--- src/rtl/multimode_counter.sv ---
// multimode_counter: WIDTH-bit counter running binary, ring, Johnson or Gray code,
// with up/down, synchronous load and a combinational terminal-count flag.
module multimode_counter #(
    parameter int         WIDTH    = 4,
    parameter logic [1:0] MODE_RST = 2'b00
) (
    input  logic             clk,
    input  logic             rst,
    input  logic             en,
    input  logic             up_dn,
    input  logic [1:0]       mode,
    input  logic             load,
    input  logic [WIDTH-1:0] load_val,
    output logic [WIDTH-1:0] count,
    output logic             tc,
    output logic [1:0]       mode_cur
);
    typedef enum logic [1:0] {
        M_BIN  = 2'b00,
        M_RING = 2'b01,
        M_JOHN = 2'b10,
        M_GRAY = 2'b11
    } mode_e;

    localparam logic [WIDTH-1:0] ONE      = WIDTH'(1);
    localparam logic [WIDTH-1:0] MSB_ONLY = {1'b1, {(WIDTH-1){1'b0}}};

    logic [WIDTH-1:0] r_count;
    mode_e            r_mode;

    mode_e            w_mode_in;
    logic             w_mode_chg;
    logic             w_legal;
    logic             w_at_term;
    logic [WIDTH-1:0] w_step;
    logic [WIDTH-1:0] w_load;
    logic [WIDTH-1:0] w_next;
    logic [WIDTH-1:0] w_gbin;
    logic [WIDTH-1:0] w_gstep;

    function automatic logic [WIDTH-1:0] home(input mode_e m);
        return (m == M_RING) ? ONE : '0;
    endfunction

    function automatic logic [WIDTH-1:0] gray2bin(input logic [WIDTH-1:0] g);
        logic [WIDTH-1:0] b;
        b[WIDTH-1] = g[WIDTH-1];
        for (int i = WIDTH - 2; i >= 0; i--) b[i] = b[i+1] ^ g[i];
        return b;
    endfunction

    // Valid Johnson codes (0*1* or 1*0*) have at most one adjacent-bit transition.
    function automatic logic john_ok(input logic [WIDTH-1:0] v);
        return $countones(v[WIDTH-1:1] ^ v[WIDTH-2:0]) <= 1;
    endfunction

    always_comb begin
        // NOTE: every always_comb output gets a default first so no path infers a latch.
        w_mode_in  = mode_e'(mode);
        w_mode_chg = (w_mode_in != r_mode);
        w_legal    = 1'b1;
        w_at_term  = 1'b0;
        w_step     = r_count;
        w_load     = load_val;
        w_gbin     = gray2bin(r_count);
        w_gstep    = up_dn ? w_gbin + ONE : w_gbin - ONE;

        case (r_mode)
            M_BIN: begin
                w_step    = up_dn ? r_count + ONE : r_count - ONE;
                w_at_term = up_dn ? (&r_count) : (r_count == '0);
            end
            M_RING: begin
                w_legal   = $onehot(r_count);
                w_step    = up_dn ? {r_count[WIDTH-2:0], r_count[WIDTH-1]}
                                  : {r_count[0], r_count[WIDTH-1:1]};
                w_at_term = up_dn ? (r_count == MSB_ONLY) : (r_count == ONE);
                w_load    = $onehot(load_val) ? load_val : ONE;
            end
            M_JOHN: begin
                w_legal   = john_ok(r_count);
                w_step    = up_dn ? {r_count[WIDTH-2:0], ~r_count[WIDTH-1]}
                                  : {~r_count[0], r_count[WIDTH-1:1]};
                w_at_term = up_dn ? (r_count == MSB_ONLY) : (r_count == '0);
                w_load    = john_ok(load_val) ? load_val : '0;
            end
            default: begin
                w_step    = w_gstep ^ (w_gstep >> 1);
                w_at_term = up_dn ? (r_count == MSB_ONLY) : (r_count == '0);
            end
        endcase

        // An SEU-corrupted ring/Johnson state recovers to home on the next step.
        if (!w_legal) w_step = home(r_mode);

        if (w_mode_chg)  w_next = home(w_mode_in);
        else if (load)   w_next = w_load;
        else if (en)     w_next = w_step;
        else             w_next = r_count;
    end

    always_ff @(posedge clk or posedge rst) begin
        // NOTE: sequential state uses non-blocking assignments so all registers update together.
        if (rst) begin
            r_mode  <= mode_e'(MODE_RST);
            r_count <= home(mode_e'(MODE_RST));
        end else begin
            r_mode  <= w_mode_in;
            r_count <= w_next;
        end
    end

    assign count    = r_count;
    assign mode_cur = r_mode;
    assign tc       = en & ~rst & ~w_mode_chg & w_legal & w_at_term;

endmodule

--- config.mk ---
export PLATFORM = sky130hd
export DESIGN_NAME = multimode_counter
export DESIGN_NICKNAME = d
export VERILOG_FILES = /design/src/rtl/multimode_counter.sv
export SDC_FILE = /design/constraint.sdc
export NUM_CORES = 1
export LEC_CHECK = 0
export ABC_AREA = 0
export BUFFER_PORTS_ARGS = -buffer_cell sky130_fd_sc_hd__buf_2
export CAP_MARGIN = 20
export CORE_MARGIN = 2
export CORE_UTILIZATION = 56
export DETAILED_ROUTE_END_ITERATION = 10
export PLACE_DENSITY_LB_ADDON = 0.1
export SLEW_MARGIN = 5
export SYNTH_ARGS = -nofsm -noshare
export SYNTH_HDL_FRONTEND = slang
export SYNTH_SLANG_ARGS = --single-unit
--- constraint.sdc ---
create_clock -name clk -period 3.3 [get_ports clk]
set_clock_uncertainty 0.15 [all_clocks]
set_input_delay 0.165 -clock clk [delete_from_list [all_inputs] [get_ports clk]]
set_output_delay 0.165 -clock clk [all_outputs]
set_load 0.01 [all_outputs]
=== Word-level counts from Yosys, hierarchy flattened ===
Index checks and enable logic that the tools add are counted.

* Register bits after elaboration: 6
* Bits of input ports: 11
* Output and inout bits: 7
* Logic and storage cells: 63

* Add/subtract/negate cells: 14
* Order comparisons: 2
* Equal/unequal tests: 8
* Muxes and demuxes: 19
* Bitwise operators: 14
* Reductions and logical operators: 4

{| class="wikitable"
|+ Operators with widths
! operator !! count
|-
| 4-bit 2-to-1 mux || 10
|-
| 1-bit by 1-bit adder with 2-bit output || 6
|-
| 4-bit one-hot mux with 3 select lines || 1
|-
| 4-bit by 1-bit adder with 4-bit output (second input constant) || 2
|-
| 4-bit one-hot mux with 2 select lines || 1
|-
| 4-bit by 1-bit subtractor with 4-bit output (second input constant) || 2
|-
| 2-bit by 1-bit adder with 3-bit output || 2
|-
| 2-bit by 2-bit adder with 3-bit output || 2
|-
| 3-bit by 1-bit == test with 1-bit output (second input constant) || 2
|-
| 3-bit by 1-bit <= comparator with 1-bit output (second input constant) || 2
|-
| 3-bit bitwise XOR || 2
|-
| 1-bit 2-to-1 mux || 5
|-
| 1-bit AND || 4
|-
| 2-bit by 1-bit == test with 1-bit output (second input constant) || 2
|-
| 4-bit by 1-bit == test with 1-bit output (second input constant) || 1
|-
| 4-bit == test (second input constant) || 1
|-
| 4-bit logical NOT || 1
|-
| 1-bit NOT || 4
|-
| 1-bit one-hot mux with 2 select lines || 2
|-
| 4-bit AND reduction || 1
|-
| 4-bit by 3-bit bitwise XOR with 4-bit output || 1
|-
| 3-bit nonzero test || 1
|-
| 1-bit bitwise XOR || 3
|-
| 2-bit == test (second input constant) || 1
|-
| 2 further kinds || 2
|}

=== Logic depth before layout (Yosys ltp) ===
* Word-level depth: 11
* Gate-level depth with buffers: 12
* Mapped depth without buffers: 11

=== Worst setup path before layout ===
Ideal clock, no wire load.

* Path kind: register to register
* Start point: reg r_count[0] (netlist: count[0])
* End point: reg r_count[1] (netlist: count[1])
* Arrival: 2637 ps
* Required time: 3024 ps
* Path slack: 387 ps
* Stages on the path, launching flop included: 13
* Buffers on the path: 1
* Path through: dfrtp_1 buf_2 inv_1 fa_1 inv_1 ha_1 ha_1 nor4bb_1 a311oi_1 nor2_1 nand2_1 a211oi_1 a221o_2

* Longest elaborated chain between the ends: 9
* Elaborated cells between the ends (all ways): 23
* Those cells by class: add/sub: 8; order compare: 1; eq/ne: 1; mux: 10; bitwise: 3

{| class="wikitable"
|+ Ends and longest elaborated chain
! item !! line !! text
|-
| from (decl) || 28 || <nowiki>logic [WIDTH-1:0] r_count;</nowiki>
|-
| from (signal assigned) || 106 || <nowiki>r_count <= home(mode_e'(MODE_RST));</nowiki>
|-
| from (signal assigned) || 109 || <nowiki>r_count <= w_next;</nowiki>
|-
| 3-bit bitwise XOR / 1-bit bitwise XOR (equally long branches) || 54, 48 ||
|-
| 1-bit by 1-bit adder with 2-bit output (tied with other cells) || 54 || <nowiki>return $countones(v[WIDTH-1:1] ^ v[WIDTH-2:0]) <= 1;</nowiki>
|-
| 2-bit by 1-bit adder with 3-bit output / 4-bit 2-to-1 mux (equally long branches) || 54, 66 ||
|-
| 3-bit by 1-bit <= comparator with 1-bit output / 4-bit by 3-bit bitwise XOR with 4-bit output (equally long branches) || 54, 88 ||
|-
| 1-bit one-hot mux with 2 select lines / 4-bit one-hot mux with 3 select lines (equally long branches) || 68 || <nowiki>case (r_mode)</nowiki>
|-
| 4-bit 2-to-1 mux (*) || 94 || <nowiki>if (!w_legal) w_step = home(r_mode);</nowiki>
|-
| 4-bit 2-to-1 mux (*) || 98 || <nowiki>else if (en) w_next = w_step;</nowiki>
|-
| 4-bit 2-to-1 mux (*) || 97 || <nowiki>else if (load) w_next = w_load;</nowiki>
|-
| 4-bit 2-to-1 mux (*) || 96 || <nowiki>if (w_mode_chg) w_next = home(w_mode_in);</nowiki>
|}

Mark *: on every way between the ends. The rest lies on a longest branch, timed or not. The select of a mux whose other input is x is not followed.
A chain may end at the register's enable or synchronous reset.

=== Final worst setup path ===
* Start point: reg r_count[1] (netlist: count[1])
* End point: out tc

* Longest elaborated chain between the ends: 7
* Elaborated cells between the ends (all ways): 18
* Those cells by class: add/sub: 4; order compare: 1; eq/ne: 3; mux: 5; bitwise: 3; reduce/logical: 2

{| class="wikitable"
|+ Ends and longest elaborated chain
! item !! line !! text
|-
| 3-bit bitwise XOR || 54 ||
|-
| 1-bit by 1-bit adder with 2-bit output || 54 ||
|-
| 2-bit by 1-bit adder with 3-bit output || 54 ||
|-
| 3-bit by 1-bit <= comparator with 1-bit output || 54 ||
|-
| 1-bit one-hot mux with 2 select lines || 68 ||
|-
| 1-bit AND || 115 || <nowiki>assign tc = en & ~rst & ~w_mode_chg & w_legal & w_at_term;</nowiki>
|-
| 1-bit AND (*) || 115 ||
|-
| to (decl) || 15 || <nowiki>output logic tc,</nowiki>
|}

Mark *: on every way between the ends. The rest lies on a longest branch, timed or not.

==> metrics.md <==
| Metric | Value |
|---|---|
| Post-Route WL | `2.79 mm` |
| Die area | `2410 sq um` |
| RSZ-0062 raised after global routing | `no` |
| Post-layout minimum cycle time | `3080 ps` |
| Seq/Total Area, Yosys | `13.2%` |
| Pleak | `0.000671 uW` |
| Worst R2R Path Depth | `11` |
| FP Rows | `16` |
| EDFF count, synth | `0` |
| Starting Density | `58.6%` |
| Port Buffers | `17` |
| Dominant cells by area after synthesis | `ha_1 28%, dfrtp_1 13%, xnor2_1 6.9%` |
| Hold EP | `count[3]$_DFFE_PP0P_` |
| Largest net degree at the start of global routing | `16` |
| Vias per cell | `5.77` |
| CTS Buffer Depth | `2` |
| Final setup violation count | `0` |
| Hold Crit Depth | `2` |
| Diode count | `0` |
| Fraction of layout cells with a size suffix above 1 | `16.8%` |
| First-pass GRT wire length | `4.79 mm` |
| Nets | `195` |
| Area added between synthesis and finish | `15.1%` |
| Unique masters post-synth | `38` |
| Total nets after synthesis | `172` |
| Max-slew violation count | `0` |
| PD cells | `270 nW/um^2` |
| Critical path type | `flip-flop to output pin` |
| DRT iter0 DRCs | `31` |
| Max-Cap Viols | `0` |
| Status | `finished clean` |
| DRC viols | `0` |
| Slew HR | `71.7%` |
| Synth top area share | `27.5%` |
| Setup crit end kind | `output pin` |
| GRT Util Overall | `25.5%` |
| Fmax | `0.325 GHz` |
| CTS resizes | `0` |
| RR Startpoint | `count[1]$_DFFE_PP0P_` |
| Mapped Cells | `134` |
| Placement Setup Slack | `445 ps` |
| Worst Max-Slew Pin Slew | `421 ps` |
| Cell Count, Final, Fillers Out | `182` |
| Synthesized area | `1140 sq um` |
| Die X | `49.1 microns` |
| Mean Syn Cell Area | `8.49 sq um` |
| FF+latch count, synth | `6` |
| Total I/O pin count | `18` |
| R2R Path End | `count[1]$_DFFE_PP0P_` |
| Std-Cell Core Area | `1940 sq um` |
| Final Hold Fails | `0` |
| Async set or reset register ratio after synthesis | `100%` |
| Post-synth top area cell | `ha_1` |
| Commonest non-fill, non-tap cell in the layout | `ha_1` |
| Worst-path clk slew | `40 ps` |
| CP required | `2980 ps` |
| CTS buffer count | `3` |
| Pwr Total | `354 uW` |
| Class of the worst hold path | `primary input to flip-flop` |
| Antenna violations before repair | `0` |
| Clock sink count | `6` |
| Slowest stage delay, CP | `530 ps` |
| Cell total after placement | `176` |
| Most frequent cells in the layout | `25 x ha_1, 20 x inv_1, 17 x buf_2, 10 x nand2_1, 9 x xnor2_1` |
| Vias post-DR | `1,051` |
| Avg WL per Cell | `15.4 microns` |
| CTS H-Tree Depth | `1` |
| CP Cell Sequence | `inv_1 -> fa_1 -> inv_1 -> ha_1 -> ha_1 -> nor4bb_1 -> a311oi_1 -> nor2_1 -> o2111a_1 -> buf_2` |
| Fill count | `183` |
| R2R Setup Slk | `410 ps` |
| DP HPWL | `2.18 mm` |
| Final GP Congestion | `0.941` |
| Hold_ws | `73.1 ps` |
| Postcts setup bufs | `0` |
| Final worst setup slack | `221 ps` |
| CTS tree | `done` |
| Top FF cell, synth | `dfrtp_1` |
| Hold Path Origin | `load_val[3]` |
| ANT nets after route | `0` |
| Total congestion overflow | `0` |
| DR pass1 iterations | `4` |
| Slowest library cell on the worst path | `fa_1` |
| Final Cycle Share | `93.3%` |
| Warnings from Yosys | `0` |
| Clk_lat worst skew | `240 ps` |
| Vias in the first global route | `1,078` |
| Setup TNS | `0 ps` |
| Max VDD drop | `178 uV` |
| Root Driver | `clkbuf_4` |
| Die H | `49.1 microns` |
| CP arrival | `2760 ps` |
| Startpoint type of the worst setup path | `flip-flop` |
| CP max FO | `6` |
[cells by family (layout without fill, tap and decap cells)]
logic type | count (synthesis) | after routing | share of synthesized area [%]
compound gates | 31 | 31 | 19.9
xor+xnor | 15 | 15 | 12.9
fa+ha+maj | 27 | 27 | 31.0
buf+inv | 25 | 46 | 8.58
flops | 6 | 6 | 13.2
mux | 3 | 3 | 2.64
simple gates | 27 | 27 | 11.8
[synth_stat cells, types with 3 or more instances]
cell,number
nor2_1,5
ha_1,25
inv_1,20
xnor2_1,9
mux2i_1,3
a21oi_1,5
a221oi_1,3
xor2_1,5
a31oi_1,3
dfrtp_1,6
nand2_1,10
a211oi_1,5
o21ai_0,4
[through the flow]
| stage | util, % | cell area (sq um) |
|---|---|---|
| after floorplan | - | 1140 |
| after global placement | 64.7 | 1260 |
| after detailed placement | 64.7 | 1260 |
| after CTS | 67.4 | 1310 |
| after global routing | 67.4 | 1310 |
| final | 67.4 | 1310 |
[how the worst max path moves through the flow]
stage                              start                   end  slack [ps]  cells after the start
floorplan           count[0]$_DFFE_PP0P_  count[1]$_DFFE_PP0P_         390                     12
global placement    count[0]$_DFFE_PP0P_  count[1]$_DFFE_PP0P_         590                     11
detailed placement  count[0]$_DFFE_PP0P_  count[1]$_DFFE_PP0P_         440                     11
CTS                 count[0]$_DFFE_PP0P_                    tc         260                     10
global route        count[1]$_DFFE_PP0P_                    tc         160                     10
finish              count[1]$_DFFE_PP0P_                    tc         220                     10
[state kept, by name, indices dropped and copies added, names as in the netlist]
register / flops
count: 4
mode_cur: 2
[metal layers]
| metal | vias up | global-route usage, % | routed length [microns] |
|---|---|---|---|
| li1 | 513 | - | - |
| met5 | - | 0 | 0 |
| met4 | 0 | 4.76 | 0 |
| met3 | 0 | 4.29 | 93 |
| met1 | 508 | 33.0 | 1320 |
| met2 | 30 | 44.6 | 1380 |
[critical path: cells and delay by family (launching register included)]
family | cells | cell delay, ps
AOI/OAI and AO/OA | 2 | 340
buffers and inverters | 3 | 310
DFF | 1 | 360
and+or+nand+nor | 2 | 530
adders and majority gates | 3 | 980
[report_power, final]
group          leakage [uW]  switching (uW)  internal, uW
Combinational      0.000579             113          90.4
Clock             0.0000138            25.8          41.1
Sequential        0.0000775            5.46          78.4
Total              0.000671             144           210
[layout make-up]
class,instances,area [sq um],area share [%]
multi-input cells,103,890,68.0
flip-flops and latches,6,150,11.5
repair buffers,23,138,10.5
inverters,20,75.1,5.74
well taps,27,33.8,2.58
clock buffers,3,22.5,1.72
[what timing repair did]
item / in CTS / in global routing
endpoints found under the setup margin: 0 / 0
endpoints found under the hold margin: 8 / 0
hold buffers: 3 / 0
(Power assumes the default switching activity.)
